**config.mk**
```make
export PLATFORM = sky130hd
export DESIGN_NAME = console_seq_ctrl
export DESIGN_NICKNAME = d
export VERILOG_FILES = /design/src/rtl/ctrl_pkg.sv /design/src/rtl/console_seq_ctrl_beat_gen.sv /design/src/rtl/console_seq_ctrl.sv
export SDC_FILE = /design/constraint.sdc
export NUM_CORES = 1
export LEC_CHECK = 0
export CORE_MARGIN = 4
export CORE_UTILIZATION = 65
export DETAILED_ROUTE_END_ITERATION = 10
export DONT_BUFFER_PORTS = 1
export PLACE_DENSITY_LB_ADDON = 0.15
export REMOVE_ABC_BUFFERS = 1
export SYNTH_ARGS = -nofsm -noshare
export SYNTH_HDL_FRONTEND = slang
export SYNTH_SLANG_ARGS = --single-unit
```
**constraint.sdc**
```tcl
create_clock -name t3 -period 4.9 [get_ports t3]
set_input_delay 0.49 -clock t3 [delete_from_list [all_inputs] [get_ports t3]]
set_output_delay 0.49 -clock t3 [all_outputs]
set_load 0.05 [all_outputs]
```
**src/rtl/ctrl_pkg.sv**
```systemverilog
// Shared types and constants for the console sequencer: console modes,
// instruction opcodes, one-hot beat encoding, ALU function words and the
// decoded strobe bundle.
package ctrl_pkg;

  typedef enum logic [2:0] {
    MODE_PROG = 3'b000,
    MODE_MWR  = 3'b001,
    MODE_MRD  = 3'b010,
    MODE_RRD  = 3'b011,
    MODE_RWR  = 3'b100,
    MODE_RSV5 = 3'b101,
    MODE_RSV6 = 3'b110,
    MODE_RSV7 = 3'b111
  } mode_t;

  typedef enum logic [3:0] {
    OP_NOP = 4'b0000,
    OP_ADD = 4'b0001,
    OP_SUB = 4'b0010,
    OP_AND = 4'b0011,
    OP_INC = 4'b0100,
    OP_LD  = 4'b0101,
    OP_ST  = 4'b0110,
    OP_JC  = 4'b0111,
    OP_JZ  = 4'b1000,
    OP_JMP = 4'b1001,
    OP_STP = 4'b1110
  } op_t;

  typedef enum logic [2:0] {
    BEAT_W1 = 3'b001,
    BEAT_W2 = 3'b010,
    BEAT_W3 = 3'b100
  } beat_t;

  typedef struct packed {
    logic [3:0] s;
    logic       m;
    logic       cin;
  } alu_t;

  localparam alu_t ALU_ADD   = '{s: 4'b1001, m: 1'b0, cin: 1'b1};
  localparam alu_t ALU_SUB   = '{s: 4'b0110, m: 1'b0, cin: 1'b0};
  localparam alu_t ALU_AND   = '{s: 4'b1011, m: 1'b1, cin: 1'b0};
  localparam alu_t ALU_INC   = '{s: 4'b0000, m: 1'b0, cin: 1'b0};
  localparam alu_t ALU_PASSB = '{s: 4'b1010, m: 1'b1, cin: 1'b0};
  localparam alu_t ALU_PASSA = '{s: 4'b1111, m: 1'b1, cin: 1'b0};

  typedef struct packed {
    logic drw, pcinc, lpc, lar, pcadd, arinc, selctl, memw, stop;
    logic lir, ldz, ldc, abus, sbus, mbus;
    alu_t alu;
    logic short_cyc, long_cyc;
  } ctrl_t;

endpackage

```
**src/rtl/console_seq_ctrl_beat_gen.sv**
```systemverilog
// Beat generator: owns the one-hot beat w, short/long beat skipping and the
// stop/start hold. adv is high on edges where the sequence really advances.
module beat_gen
  import ctrl_pkg::*;
(
  input  logic       t3,
  input  logic       clr,
  input  logic       restart,
  input  logic       short_cyc,
  input  logic       long_cyc,
  input  logic       stop,
  input  logic       start,
  output logic [3:1] w,
  output logic       halted,
  output logic       adv
);

  beat_t beat;
  beat_t beat_nxt;

  assign w   = beat;
  assign adv = !restart && !halted;

  // Next beat: short ends in W1, W2 without long ends the cycle, W3 always ends.
  always_comb begin
    beat_nxt = BEAT_W1;
    case (beat)
      BEAT_W1: beat_nxt = short_cyc ? BEAT_W1 : BEAT_W2;
      BEAT_W2: beat_nxt = long_cyc ? BEAT_W3 : BEAT_W1;
      default: beat_nxt = BEAT_W1;
    endcase
  end

  // Beat register and halt flag; a stopping beat still advances, then holds.
  always_ff @(posedge t3 or negedge clr) begin
    if (!clr) begin
      beat   <= BEAT_W1;
      halted <= 1'b0;
    end else if (restart) begin
      beat   <= BEAT_W1;
      halted <= 1'b0;
    end else if (halted) begin
      if (start) halted <= 1'b0;
    end else begin
      beat   <= beat_nxt;
      halted <= stop;
    end
  end

endmodule

```
**src/rtl/console_seq_ctrl.sv**
```systemverilog
// Console sequencer top: registers console mode, phase flag st0 and register
// pair, and decodes all datapath strobes from that state plus ir/c/z.
// Optional interrupt cycle is built when CTRL_INT_EN is defined.
module console_seq_ctrl
  import ctrl_pkg::*;
#(
  parameter  int unsigned REG_CNT = 4,
  localparam int unsigned SEL_W   = $clog2(REG_CNT)
) (
  input  logic             t3,
  input  logic             clr,
  input  logic             swc,
  input  logic             swb,
  input  logic             swa,
  input  logic             start,
  input  logic [7:4]       ir,
  input  logic             c,
  input  logic             z,
`ifdef CTRL_INT_EN
  input  logic             int_req,
  input  logic             int_en_set,
  output logic             int_ack,
`endif
  output logic [3:1]       w,
  output logic             drw,
  output logic             pcinc,
  output logic             lpc,
  output logic             lar,
  output logic             pcadd,
  output logic             arinc,
  output logic             selctl,
  output logic             memw,
  output logic             stop,
  output logic             lir,
  output logic             ldz,
  output logic             ldc,
  output logic             cin,
  output logic             m,
  output logic             abus,
  output logic             sbus,
  output logic             mbus,
  output logic [3:0]       s,
  output logic [SEL_W-1:0] rd_sel,
  output logic [SEL_W-1:0] rs_sel,
  output logic             st0
);

  localparam int unsigned PAIR_W = SEL_W - 1;

  mode_t             mode;
  mode_t             sw_mode;
  op_t               op;
  logic              run;
  logic [PAIR_W-1:0] pair;
  logic              halted;
  logic              adv;
  logic              restart;
  logic              active;
  ctrl_t             dec;
  logic [SEL_W-1:0]  rd_dec;
  logic [SEL_W-1:0]  rs_dec;
`ifdef CTRL_INT_EN
  logic              intc;
  logic              ie;
  logic              int_dec;
  logic              last_beat;
`endif

  assign sw_mode = mode_t'({swc, swb, swa});
  assign op      = op_t'(ir);
  // run stays low until the first t3 after reset, so that edge opens W1/st0=0
  assign restart = !run || (mode != sw_mode);
  assign active  = run && !halted;

  beat_gen u_beat (
    .t3        (t3),
    .clr       (clr),
    .restart   (restart),
    .short_cyc (dec.short_cyc),
    .long_cyc  (dec.long_cyc),
    .stop      (dec.stop),
    .start     (start),
    .w         (w),
    .halted    (halted),
    .adv       (adv)
  );

  // Strobe decode from mode, phase, pair and beat.
  always_comb begin
    dec    = '0;
    rd_dec = '0;
    rs_dec = '0;
`ifdef CTRL_INT_EN
    int_dec = 1'b0;
`endif
    case (mode)
      MODE_RWR: begin
        dec.short_cyc = 1'b1;
        if (w == BEAT_W1) begin
          dec.sbus   = 1'b1;
          dec.drw    = 1'b1;
          dec.selctl = 1'b1;
          dec.stop   = 1'b1;
          rd_dec     = {pair, st0};
        end
      end
      MODE_RRD: begin
        dec.short_cyc = 1'b1;
        if (w == BEAT_W1) begin
          dec.selctl = 1'b1;
          dec.stop   = 1'b1;
          rd_dec     = {pair, 1'b0};
          rs_dec     = {pair, 1'b1};
        end
      end
      MODE_MRD, MODE_MWR: begin
        dec.short_cyc = 1'b1;
        if (w == BEAT_W1) begin
          dec.selctl = 1'b1;
          dec.stop   = 1'b1;
          if (!st0) begin
            dec.sbus = 1'b1;
            dec.lar  = 1'b1;
          end else begin
            dec.arinc = 1'b1;
            if (mode == MODE_MRD) begin
              dec.mbus = 1'b1;
            end else begin
              dec.sbus = 1'b1;
              dec.memw = 1'b1;
            end
          end
        end
      end
      MODE_PROG: begin
`ifdef CTRL_INT_EN
        if (intc) begin
          int_dec       = 1'b1;
          dec.lpc       = 1'b1;
          dec.short_cyc = 1'b1;
        end else
`endif
        if (!st0) begin
          dec.short_cyc = 1'b1;
          if (w == BEAT_W1) begin
            dec.sbus = 1'b1;
            dec.lpc  = 1'b1;
            dec.stop = 1'b1;
          end
        end else begin
          case (w)
            BEAT_W1: begin
              dec.lir   = 1'b1;
              dec.pcinc = 1'b1;
            end
            BEAT_W2: begin
              case (op)
                OP_ADD: begin
                  dec.alu = ALU_ADD; dec.abus = 1'b1; dec.drw = 1'b1;
                  dec.ldz = 1'b1; dec.ldc = 1'b1;
                end
                OP_SUB: begin
                  dec.alu = ALU_SUB; dec.abus = 1'b1; dec.drw = 1'b1;
                  dec.ldz = 1'b1; dec.ldc = 1'b1;
                end
                OP_AND: begin
                  dec.alu = ALU_AND; dec.abus = 1'b1; dec.drw = 1'b1;
                  dec.ldz = 1'b1;
                end
                OP_INC: begin
                  dec.alu = ALU_INC; dec.abus = 1'b1; dec.drw = 1'b1;
                  dec.ldz = 1'b1; dec.ldc = 1'b1;
                end
                OP_LD, OP_ST: begin
                  dec.alu = ALU_PASSB; dec.abus = 1'b1; dec.lar = 1'b1;
                  dec.long_cyc = 1'b1;
                end
                OP_JC:   dec.pcadd = c;
                OP_JZ:   dec.pcadd = z;
                OP_JMP: begin
                  dec.alu = ALU_PASSA; dec.abus = 1'b1; dec.lpc = 1'b1;
                end
                OP_STP:  dec.stop = 1'b1;
                default: ;
              endcase
            end
            BEAT_W3: begin
              case (op)
                OP_LD: begin
                  dec.mbus = 1'b1; dec.drw = 1'b1;
                end
                OP_ST: begin
                  dec.alu = ALU_PASSA; dec.abus = 1'b1; dec.memw = 1'b1;
                end
                default: ;
              endcase
            end
            default: ;
          endcase
        end
      end
      default: dec.short_cyc = 1'b1;
    endcase
  end

`ifdef CTRL_INT_EN
  assign last_beat = (w == BEAT_W3) || ((w == BEAT_W2) && !dec.long_cyc);
`endif

  // Mode, phase and pair state; register write toggles st0 so that
  // {pair, st0} walks through every register one write at a time.
  always_ff @(posedge t3 or negedge clr) begin
    if (!clr) begin
      run  <= 1'b0;
      mode <= MODE_PROG;
      st0  <= 1'b0;
      pair <= '0;
`ifdef CTRL_INT_EN
      intc <= 1'b0;
      ie   <= 1'b0;
`endif
    end else begin
      if (restart) begin
        run  <= 1'b1;
        mode <= sw_mode;
        st0  <= 1'b0;
        pair <= '0;
`ifdef CTRL_INT_EN
        intc <= 1'b0;
`endif
      end else if (adv) begin
        if (w == BEAT_W1) begin
          if (mode == MODE_RWR) begin
            st0 <= ~st0;
            if (st0) pair <= pair + PAIR_W'(1);
          end else begin
            st0 <= 1'b1;
            if (mode == MODE_RRD) pair <= pair + PAIR_W'(1);
          end
        end
`ifdef CTRL_INT_EN
        if (intc) begin
          intc <= 1'b0;
        end else if ((mode == MODE_PROG) && st0 && last_beat && int_req && ie) begin
          intc <= 1'b1;
        end
`endif
      end
`ifdef CTRL_INT_EN
      if (adv && intc) begin
        ie <= 1'b0;
      end else if (int_en_set) begin
        ie <= 1'b1;
      end
`endif
    end
  end

  // Strobes only while running; a halted sequencer shows just stop.
  assign drw    = active & dec.drw;
  assign pcinc  = active & dec.pcinc;
  assign lpc    = active & dec.lpc;
  assign lar    = active & dec.lar;
  assign pcadd  = active & dec.pcadd;
  assign arinc  = active & dec.arinc;
  assign selctl = active & dec.selctl;
  assign memw   = active & dec.memw;
  assign stop   = (active & dec.stop) | halted;
  assign lir    = active & dec.lir;
  assign ldz    = active & dec.ldz;
  assign ldc    = active & dec.ldc;
  assign cin    = active & dec.alu.cin;
  assign m      = active & dec.alu.m;
  assign abus   = active & dec.abus;
  assign sbus   = active & dec.sbus;
  assign mbus   = active & dec.mbus;
  assign s      = active ? dec.alu.s : 4'b0000;
  assign rd_sel = active ? rd_dec : '0;
  assign rs_sel = active ? rs_dec : '0;
`ifdef CTRL_INT_EN
  assign int_ack = active & int_dec;
`endif

endmodule

```
Word level (Yosys, flattened, before mapping) --
Index checks and enable logic that the tools add are counted.
Word-level totals: bits in registers 10, output and inout port bits 29
Operators by class: $add $sub $neg 1, eq/ne operators 20, mux-type cells 80, bitwise logic cells 19, reductions and logical operators 18
Operator list (count):
- $mux 1 | 43
- $pmux 6 s5 | 1
- $mux 2 | 12
- $and 1x1->1 | 17
- $eq 4x3->1 const B | 4
- $mux 4 | 4
- $pmux 1 s2 | 8
- $eq 4x4->1 const B | 3
- $mux 3 | 4
- $mux 6 | 2
- $pmux 6 s2 | 1
- $eq 3x2->1 const B | 3
- $eq 4x2->1 const B | 2
- $mux 7 | 1
- $reduce_or 7->1 | 1
- $eq 3x1->1 const B | 2
- $eq 3x3->1 const B | 2
- $pmux 1 s3 | 2
- $pmux 3 s2 | 1
- $reduce_or 2->1 | 3
- $eq 4x1->1 const B | 1
- $pmux 2 s2 | 1
- $reduce_and 4->1 | 1
- $reduce_bool 2->1 | 2
- 14 further kinds | 17

Depth between registers and ports, before layout --
Gate-level depths: netlist (run 1).
word-level depth 10, depth in mapped cells 5, gate-level depth less buffers 4

By module --
A second synthesis (run 1) with hierarchy kept.
Second synthesis, totals: cell total of the unflattened synthesis 158, area, all modules 1109.8 µm²
By module, submodules not included:
- console_seq_ctrl | times used 1, cells an instance 139, area each 933.4 µm², seq. area each 150.1 µm²
- beat_gen | times used 1, cells an instance 19, area each 176.4 µm², seq. area each 101.3 µm²

Worst setup path before layout (run 1) --
Ideal clock, no wire load.
path type register to output, from register u_beat.beat[1], in the netlist u_beat.w[2], to output cin, data arrival time 2.926 ns, data required time 4.410 ns, slack 1.484 ns, cell stages (with the launch flop) 4, path buffers 0, path through dfrtp_1 nor3b_1 nand3_2 nor4_1
Between the ends: cells in the longest elaborated chain, start to end 5, elaborated cells on any way between the ends 6
RTL lines:
- from (decl) | line console_seq_ctrl_beat_gen.sv:18 | beat_t beat;
- from (signal assigned) | line console_seq_ctrl_beat_gen.sv:45 | beat <= beat_nxt;
- $eq 3x3->1 or $eq 3x2->1 (tied branches) | line console_seq_ctrl.sv:151 | case (w)
- $pmux 6 s2 * | line console_seq_ctrl.sv:151
- $mux 7 * | line console_seq_ctrl.sv:143 | if (!st0) begin
- $mux 6 * | line console_seq_ctrl.sv:96 | case (mode)
- $and 1x1->1 * | line console_seq_ctrl.sv:272 | assign cin = active & dec.alu.cin;
- to (decl) | line console_seq_ctrl.sv:37 | output logic cin,
Mark *: on every way between the ends. The rest lies on a longest branch, timed or not.

Worst setup path after layout (run 1) --
from register u_beat.beat[0], in the netlist u_beat.w[1], to output lar
Between the ends: cells in the longest elaborated chain, start to end 5, elaborated cells on any way between the ends 7
RTL lines:
- $eq 3x2->1 | line console_seq_ctrl.sv:151
- $mux 3 | line console_seq_ctrl.sv:151
- $mux 2 | line console_seq_ctrl.sv:143
- $pmux 1 s2 * | line console_seq_ctrl.sv:96
- $and 1x1->1 * | line console_seq_ctrl.sv:263 | assign lar = active & dec.lar;
- to (decl) | line console_seq_ctrl.sv:28 | output logic lar,
Marked as above.

==> results of run 1 <==
[per-stage QoR]
stage,cell area (µm²),instances,util,hold slack [ns]
floorplan,952,121,-,0.194
global placement,1030,142,0.691,0.195
detailed placement,1030,142,0.691,0.195
CTS,1060,147,0.715,0.0648
global route,1060,147,0.715,0.0478
finish,1060,147,0.715,0.0768
[registers in the layout, summed over array words and instances, names as in the netlist]
| register | count |
|---|---|
| run | 1 |
| st0 | 1 |
| mode | 3 |
| pair | 1 |
| u_beat.halted | 1 |
| u_beat.w | 3 |
[cell usage after synthesis, types with 2 or more instances]
master / n / area share
o21ai_0: 8 / 0.039
nand3b_1: 4 / 0.029
xor2_1: 2 / 0.017
xnor2_1: 5 / 0.043
a22oi_1: 3 / 0.022
nor3b_1: 4 / 0.029
o21a_1: 3 / 0.022
nand2b_1: 3 / 0.018
buf_4: 2 / 0.015
nor2b_1: 6 / 0.037
clkbuf_1: 8 / 0.029
a21oi_1: 12 / 0.059
dfrtp_1: 9 / 0.22
nand3_1: 2 / 0.0098
nand2_1: 13 / 0.048
or3_1: 2 / 0.012
nor2_1: 11 / 0.041
o31ai_1: 2 / 0.015
nand4_1: 3 / 0.018
a31oi_1: 2 / 0.012
mux2i_1: 2 / 0.020
nor3_1: 5 / 0.025
or2_2: 2 / 0.012
buf_2: 2 / 0.0098
nand3_2: 2 / 0.020
[power groups by stage]
| stage | Combinational (W) | Clock [W] | Sequential [W] |
|---|---|---|---|
| global placement | 0.0000415 | 0 | 0.0000946 |
| finish | 0.0000443 | 0.0000556 | 0.0000934 |
| CTS | 0.0000442 | 0.0000588 | 0.0000933 |
| detailed placement | 0.0000422 | 0 | 0.0000948 |
| global route | 0.0000482 | 0.0000644 | 0.0000940 |
| floorplan | 0.0000371 | 0 | 0.0000931 |
[worst min-delay path by stage]
stage               cells after the start  slack (ns)                      end  startpoint
CTS                                     0        0.06  u_beat.w[1]$_DFFE_PN1P_         clr
floorplan                               0        0.19      mode[0]$_DFFE_PN0P_         clr
detailed placement                      0        0.19      mode[0]$_DFFE_PN0P_         clr
global placement                        0        0.19      mode[0]$_DFFE_PN0P_         clr
global route                            0        0.05  u_beat.w[1]$_DFFE_PN1P_         clr
finish                                  0        0.08  u_beat.w[1]$_DFFE_PN1P_         clr
[worst max-delay path, cell delays in order (launching register included)]
cell     delay, ns
dfstp_2       0.72
or3b_1        0.53
or4_1         0.51
a21oi_1       0.83
[cells in the final DEF, fill, tap and decap left out, types with 2 or more instances in the layout]
master,n
nand4_1,3
nor3_1,5
or3_1,2
buf_4,5
nand3b_1,4
o21ai_0,6
nor3b_1,4
nand3_1,2
nor2b_1,6
nand3_2,2
clkbuf_4,3
mux2i_1,2
a22oi_1,3
nand2_1,13
dfrtp_1,9
o21ai_1,2
xnor2_1,5
a31oi_1,2
xor2_1,2
o31ai_2,2
nor2_1,10
a21oi_1,12
nand2b_1,3
or2_2,2
o21a_1,3
[area by class of cell]
cell class,instances,area [µm²],share of cell area
flip-flops and latches,10,251,0.236
repair buffers,6,47.5,0.0447
well taps,16,20.0,0.0188
clock buffers,4,26.3,0.0247
multi-input cells,111,719,0.676
[layer usage]
metal | up-vias | track usage
met3 | 2 | 0.0338
met5 | - | 0
met4 | 0 | 0.102
li1 | 480 | -
met1 | 459 | 0.282
met2 | 34 | 0.366
[cell families after synthesis]
logic type / count (synthesis) / synth area share
AND/OR/NAND/NOR: 64 / 0.369
AO/OA/AOI/OAI: 37 / 0.236
buffers and inverters: 13 / 0.0651
flip-flops: 10 / 0.247
XOR/XNOR: 7 / 0.0602
multiplexers: 2 / 0.0197
other: 1 / 0.00368
==> metrics, run 1 <==
CTS tree=yes; clock share of power=0.288; FF+latch count, synth=10; internal power=0.000132 W; CP Capture Type=output pin; htree depth=1; switching power=0.0000612 W; Initial Util=0.684; cts bufs inserted=3; met3 WL post-DR=141 µm; pin count of the biggest net entering global routing=15; WL met2=1190 µm; asr flop ratio synth=1.00; wire per inst=roughly 16 µm; CP arrival=approximately 2.9 ns; Mean Syn Cell Area=7.60 µm²; final hold vios=0; # DRC=0; clock sink count=10; Worst Setup EP=lar; r2r setup slk=slightly below 3 ns; power share of the combinational group=0.229; routed via count=975; Root Buffer=clkbuf_4; R2R Path Start=st0$_DFFE_PN0P_; min cycle time layout=approximately 3.3 ns; # setup viols final=0; maximum VDD drop=~160 µV; startpoint types=flip-flop; post-synthesis instance area=1020 µm²; first-pass GRT wire length=3550 µm; final worst setup slack=1.56 ns; NumNets Final=between 100 and 150; # Post-CTS Setup Buffers=0; DR vias/cell=6.63; Crit Path Class=flip-flop to output pin; hpwl dp=about 1800 µm; yosys warns=0; fin crit share=0.682; post-route ant nets=0; outcome=complete, no violations; hold buffer count at cts=1; Pleak=roughly 0.4 nW; GRT Util Overall=0.221; Die Wd=approximately 48 µm; Overall Power=between 0.00015 and 0.0002 W; R2R depth=4; worst skew pair latency=roughly 0.26 ns; Setup Skew=around 0.0075 ns; f_max=around 300 MHz; sequential fraction of the synthesis area=0.247; RSZ-0062 raised after global routing=false; highest metal used=met4; clk slew on worst S/H paths=approximately 0.050 ns; required time worst endpoint=4.41 ns; I/O pin cnt=41; ys flop type=dfrtp_1; Antenna diodes=0; gp weighted congestion=about 0.83; sw frac=0.316; drt initial violations=30; P per Cell Area=182 nW/µm²; I/O Buffers=0; synth-to-layout area growth=4.55%; die height=47.6 µm; Metal-1 WL=roughly 1100 µm; Max Root-Sink Buffers=2; initial antenna violation count=0; Least-Margin Pin Slew=between 1 and 1.5 ns; core area=1490 µm²; GRT Residual Overflow=0; CP max FO=10; final WL=between 2000 and 2500 µm; Post-synth EDFFs=0; Reg-to-Reg End=u_beat.w[2]$_DFFE_PN0P_; max cap viols=0; Cell Rows=14; layout cells sized above 1=0.153; setup TNS=0 ns; drt first pass iters=4; HP Class=input port to asynchronous set/reset pin; Mapped Cells=~130; Worst slew margin=0.209; Netlist cell types=42; Final Max Slew Viols=0; Critical Path Start=u_beat.w[1]$_DFFE_PN1P_; full die area=2260 µm²; vias in the first global route=just over 800; post-CTS sizing=0; setup slack at placement=around 1.8 ns; Filler Cells Inserted=between 100 and 150; Flop pwr share=0.483
Power figures use the tool's default switching activity.
==> run 2: changes to the inputs <==
--- a/config.mk
+++ b/config.mk
@@ -6,7 +6,7 @@
 export NUM_CORES = 1
 export LEC_CHECK = 0
 export CORE_MARGIN = 4
-export CORE_UTILIZATION = 65
+export CORE_UTILIZATION = 56
 export DETAILED_ROUTE_END_ITERATION = 10
 export DONT_BUFFER_PORTS = 1
 export PLACE_DENSITY_LB_ADDON = 0.15
==> constraint.sdc (replaced) <==
create_clock -name t3 -period 2.9 [get_ports t3]
set_input_delay 0.29 -clock t3 [delete_from_list [all_inputs] [get_ports t3]]
set_output_delay 0.29 -clock t3 [all_outputs]
set_load 0.05 [all_outputs]
==> run 2 against run 1 <==
Highest routed layer unchanged; global-route usage shrank 0.94 points; sequential cell count is the same; design area grew 18%; clock skew shrank 0.0037 ns; count of clock-buffer cells in the layout is the same.
==> metrics, run 2 (synthesis gave the netlist of run 1 again) <==
first-pass GRT wire length=4310 µm (was 3550 µm); core area=1730 µm² (was 1490 µm²); Root Buffer=clkbuf_4 (unchanged); DR vias/cell=5.88 (was 6.63); final non-filler cell total=178 (was 147); outcome=complete, no violations (unchanged); max cap viols=0 (unchanged); Initial Util=0.590 (was 0.684); sw frac=0.306 (was 0.316); worst skew pair latency=0.26 ns (about the same); drt initial violations=39 (was 30); cts bufs inserted=3 (unchanged); min cycle time layout=around 2.7 ns; NumNets Final=166 (was 144); clock sink count=10 (unchanged); I/O pin cnt=41 (unchanged); clock share of power=0.339 (was 0.288); Crit Path Class=flip-flop to output pin (unchanged); Pleak=0.526 nW (was 0.401 nW); gp weighted congestion=0.837 (was 0.833); CP Capture Type=output pin (unchanged); post-CTS sizing=0 (unchanged); CP peak stage delay=0.74 ns (was 0.83 ns); Inst Count DP=173 (was 142); initial antenna violation count=0 (unchanged); Worst Setup EP=stop (was lar); commonest cells after routing, fill and taps aside=buf_4, nand2_1, a21oi_1 (was nand2_1, a21oi_1, nor2_1); synth-to-layout area growth=22.9% (was 4.55%); Filler Cells Inserted=152 (was 121); startpoint types=flip-flop (unchanged); I/O Buffers=0 (unchanged); Antenna diodes=0 (unchanged); Final Max Slew Viols=0 (unchanged); final hold vios=0 (unchanged); Setup Skew=0.00379 ns (was 0.00749 ns); f_max=around 360 MHz; required time worst endpoint=2.61 ns (was 4.41 ns); power share of the combinational group=0.238 (was 0.229); HP Class=input port to flip-flop (was input port to asynchronous set/reset pin); # setup viols final=0 (unchanged); internal power=0.000253 W (was 0.000132 W); Cell Rows=15 (was 14); maximum VDD drop=272 µV (was 162 µV); CP max FO=10 (unchanged); R2R Path Start=u_beat.w[1]$_DFFE_PN1P_ (was st0$_DFFE_PN0P_); hpwl dp=1960 µm (was 1810 µm); switching power=0.000111 W (was 0.0000612 W); RSZ-0062 raised after global routing=false (unchanged); Flop pwr share=0.423 (was 0.483); GRT Util Overall=0.211 (was 0.221); fin crit share=0.947; final WL=2600 µm (was 2420 µm); vias in the first global route=927 (was 823); crit-path cells=or3b_1 -> a211o_2 -> o211ai_1 -> a21o_1 (was or3b_1 -> or4_1 -> a21oi_1); Fin Hold WS=0.0558 ns (was 0.0768 ns); CP max-delay cell=dfstp_2 (was a21oi_1); Critical Path Start=u_beat.w[1]$_DFFE_PN1P_ (unchanged); Max Root-Sink Buffers=2 (unchanged); post-route ant nets=0 (unchanged); full die area=2560 µm² (was 2260 µm²); wire per inst=14.6 µm (was 16.5 µm); Die Wd=50.6 µm (was 47.6 µm); r2r setup slk=0.94 ns (was 2.89 ns); layout cells sized above 1=0.281 (was 0.153); drt first pass iters=4 (unchanged); P per Cell Area=291 nW/µm² (was 182 nW/µm²); clk slew on worst S/H paths=0.07 ns (was 0.05 ns); GRT Residual Overflow=0 (unchanged); # DRC=0 (unchanged); CP arrival=2.46 ns (was 2.85 ns); R2R depth=4 (unchanged); htree depth=1 (unchanged); most common cell after layout, fill and taps aside=buf_4 (was nand2_1); die height=50.6 µm (was 47.6 µm); CTS tree=yes (unchanged); Reg-to-Reg End=u_beat.halted$_DFF_PN0_ (was u_beat.w[2]$_DFFE_PN0P_); pin count of the biggest net entering global routing=15 (unchanged); routed via count=1046 (was 975)
[run 2: cell types whose count changed in the layout (fill, tap and decap cells not counted), sizes merged]
cell / before / now
buf: 5 / 27
[run 2: how the worst min path moves through the flow]
stage / startpoint / to / cells past startpoint
after floorplan: clr / mode[0]$_DFFE_PN0P_ / 0
after global placement: clr / mode[1]$_DFFE_PN0P_ / 0
after detailed placement: clr / mode[1]$_DFFE_PN0P_ / 0
after CTS: swb / mode[1]$_DFFE_PN0P_ / 0
after global routing: swa / mode[0]$_DFFE_PN0P_ / 0
final: swb / mode[1]$_DFFE_PN0P_ / 0
[run 2: stage by stage]
step                       util  power (W)  setup TNS, ns  setup WS [ns]  instance area (µm²)
final                     0.725   0.000364              0          0.154                 1250
after global routing      0.725   0.000384              0         0.0788                 1250
after CTS                 0.725   0.000367              0          0.161                 1250
after detailed placement  0.698   0.000239              0          0.486                 1200
after global placement    0.698   0.000237              0          0.501                 1200
after floorplan               -   0.000220         -0.370         -0.316                  952
[run 2: what timing repair did]
action	in CTS	in global routing
hold buffers	1	0
buffers inserted	0	0
endpoints found under the hold margin	10	0
[run 2: cell type report]
type | count | area [µm²] | area share
repair buffers | 28 | 213 | 0.170
flip-flops and latches | 10 | 251 | 0.201
multi-input cells | 111 | 719 | 0.575
well taps | 25 | 31.3 | 0.0250
clock buffers | 4 | 36.3 | 0.0290
[run 2: critical path: cells and delay by family (launching register included)]
family,cells,cell delay [ns]
AO/OA/AOI/OAI,3,0.93
flip-flops,1,0.74
AND/OR/NAND/NOR,1,0.53
[run 2: per-layer routing]
| metal | global-route usage | wire (µm) | vias to the layer above |
|---|---|---|---|
| met2 | 0.309 | 1200 | 30 |
| met4 | 0.0897 | 38 | 0 |
| met5 | 0 | 0 | - |
| met3 | 0.0237 | 149 | 6 |
| met1 | 0.311 | 1210 | 483 |
| li1 | - | - | 527 |
[run 2: power groups by stage]
stage	clock, W	combinational (W)	sequential [W]
global placement	0	0.0000812	0.000156
finish	0.000123	0.0000867	0.000154
floorplan	0	0.0000627	0.000157
CTS	0.000127	0.0000865	0.000154
detailed placement	0	0.0000824	0.000156
global route	0.000136	0.0000934	0.000155
==> run 3: changes to the inputs <==
--- a/config.mk
+++ b/config.mk
@@ -7,6 +7,7 @@
 export LEC_CHECK = 0
 export CORE_MARGIN = 4
 export CORE_UTILIZATION = 56
+export CTS_CLUSTER_DIAMETER = 80
 export DETAILED_ROUTE_END_ITERATION = 10
 export DONT_BUFFER_PORTS = 1
 export PLACE_DENSITY_LB_ADDON = 0.15
==> constraint.sdc (replaced) <==
create_clock -name t3 -period 2.9 [get_ports t3]
set_input_delay 0.29 -clock t3 [delete_from_list [all_inputs] [get_ports t3]]
set_output_delay 0.29 -clock t3 [all_outputs]
set_load 0.005 [all_outputs]
==> run 3 against run 2 <==
Core utilization is 13 points lower; routed wire length is 7.6% lower; non-clock buffer count is 26 lower; highest routed layer is now met3.
==> metrics, run 3 (synthesis gave the netlist of run 1 again) <==
r2r setup slk=1.13 ns (was 0.94 ns); Hold Path Depth=0 (unchanged); Inst Count DP=147 (was 173); commonest cells after routing, fill and taps aside=nand2_1, a21oi_1, nor2_1 (was buf_4, nand2_1, a21oi_1); Bufs and invs on worst path=0 (unchanged); switching power=0.0000864 W (was 0.000111 W); drt first pass iters=4 (unchanged); R2R Path Start=u_beat.w[1]$_DFFE_PN1P_ (unchanged); P per Cell Area=302 nW/µm² (was 291 nW/µm²); hold endpoint=mode[0]$_DFFE_PN0P_ (was mode[1]$_DFFE_PN0P_); Worst slew margin=0.567; CP max-delay cell=nor3b_1 (was dfstp_2); synth-to-layout area growth=0.860% (was 22.9%); Cell Rows=15 (unchanged); first-pass GRT wire length=4150 µm (was 4310 µm); die height=50.6 µm (unchanged); drt initial violations=26 (was 39); most common cell after layout, fill and taps aside=nand2_1 (was buf_4); I/O pin cnt=41 (unchanged); clock sink count=10 (unchanged); final hold vios=0 (unchanged); Die Wd=50.6 µm (unchanged); Root Buffer=clkbuf_4 (unchanged); CP Capture Type=output pin (unchanged); hpwl dp=1820 µm (was 1960 µm); GRT Residual Overflow=0 (unchanged); Pleak=0.376 nW (was 0.526 nW); R2R depth=4 (unchanged); # DRC=0 (unchanged); internal power=0.000224 W (was 0.000253 W); RSZ-0062 raised after global routing=false (unchanged); crit-path cells=nor3b_1 -> nand3_2 -> o41ai_2 (was or3b_1 -> a211o_2 -> o211ai_1 -> a21o_1); initial antenna violation count=0 (unchanged); final WL=2410 µm (was 2600 µm); I/O Buffers=0 (unchanged); pin count of the biggest net entering global routing=15 (unchanged); Max Root-Sink Buffers=2 (unchanged); post-route ant nets=0 (unchanged); CP arrival=2.05 ns (was 2.46 ns); power share of the combinational group=0.184 (was 0.238); Least-Margin Pin Slew=between 0.6 and 0.7 ns; Hold Startpoint=swa (was swb); f_max=427 MHz (was 364 MHz); # setup viols final=0 (unchanged); outcome=complete, no violations (unchanged); vias in the first global route=901 (was 927); clock share of power=0.316 (was 0.339); Final Max Slew Viols=0 (unchanged); gp weighted congestion=0.850 (was 0.837); routed via count=944 (was 1046); CP max FO=10 (unchanged); Setup Skew=0.00467 ns (was 0.00379 ns); Flop pwr share=0.501 (was 0.423); GRT Util Overall=0.202 (was 0.211); wire per inst=15.8 µm (was 14.6 µm); setup TNS=0 ns (unchanged); Crit Path Class=flip-flop to output pin (unchanged); HP Class=input port to flip-flop (unchanged); maximum VDD drop=227 µV (was 272 µV); NumNets Final=140 (was 166); full die area=2560 µm² (unchanged); layout cells sized above 1=0.0945 (was 0.281); # Post-CTS Setup Buffers=0 (unchanged); Filler Cells Inserted=175 (was 152); Reg-to-Reg End=u_beat.halted$_DFF_PN0_ (unchanged); Crit path max-delay family=simple AND/OR/NAND/NOR gates (was compound AO/OA/AOI/OAI gates); CP peak stage delay=0.58 ns (was 0.74 ns); CTS tree=yes (unchanged); cts bufs inserted=3 (unchanged); worst skew pair latency=0.26 ns (about the same); Antenna diodes=0 (unchanged); startpoint types=flip-flop (unchanged); Initial Util=0.590 (unchanged); fin crit share=0.807 (was 0.947); min cycle time layout=2.34 ns (was 2.75 ns); final non-filler cell total=152 (was 178); required time worst endpoint=2.61 ns (about the same); htree depth=1 (unchanged); sw frac=0.279 (was 0.306); core area=1730 µm² (unchanged); clk slew on worst S/H paths=0.06 ns (was 0.07 ns); DR vias/cell=6.21 (was 5.88); max cap viols=0 (unchanged)
[run 3: metrics by stage]
stage               hold WS (ns)  area [µm²]  utilization  worst slack (ns)  power (W)
floorplan               -0.00559         952            -             0.970   0.000199
CTS                       0.0414        1030        0.595             0.564   0.000314
global route              0.0337        1030        0.595             0.370   0.000331
finish                    0.0525        1030        0.595             0.558   0.000310
detailed placement      -0.00538         991        0.574             0.849   0.000211
global placement        -0.00537         991        0.574             0.889   0.000209
[run 3: metal layers]
metal | part of all wire | vias to the layer above | routed length, µm | global-route usage
li1 | - | 466 | - | -
met1 | 0.46 | 452 | 1120 | 0.281
met2 | 0.48 | 26 | 1150 | 0.317
met3 | 0.057 | 0 | 137 | 0.0267
met4 | 0 | 0 | 0 | 0.0762
met5 | 0 | - | 0 | 0
[run 3: worst max-delay path by stage]
| stage | endpoint | startpoint | depth (start not counted) | slack (ns) |
|---|---|---|---|---|
| final | abus | u_beat.w[2]$_DFFE_PN0P_ | 3 | 0.56 |
| after global routing | abus | u_beat.w[2]$_DFFE_PN0P_ | 3 | 0.37 |
| after CTS | lar | u_beat.w[1]$_DFFE_PN1P_ | 3 | 0.56 |
| after detailed placement | lar | u_beat.w[1]$_DFFE_PN1P_ | 3 | 0.85 |
| after global placement | lar | u_beat.w[1]$_DFFE_PN1P_ | 3 | 0.89 |
| after floorplan | lar | u_beat.w[1]$_DFFE_PN1P_ | 3 | 0.97 |
[run 3: power groups by stage]
stage               Sequential, W  Clock (W)  Combinational (W)
finish                   0.000155  0.0000980          0.0000569
global route             0.000156   0.000110          0.0000646
CTS                      0.000155   0.000102          0.0000571
detailed placement       0.000158          0          0.0000531
global placement         0.000157          0          0.0000514
floorplan                0.000155          0          0.0000444
[run 3: final cells by class]
class                           instances  area, µm²  area share
Multi-Input combinational cell        111        701       0.682
Sequential cell                        10        251       0.245
Tap cell                               25       31.3      0.0305
Clock buffer                            4       26.3      0.0256
Timing Repair Buffer                    2       17.5      0.0171
[run 3: repair_timing]
item / in CTS / in global routing
hold buffers: 1 / 0
resized for setup: 0 / 0
endpoints found under the hold margin: 10 / 0
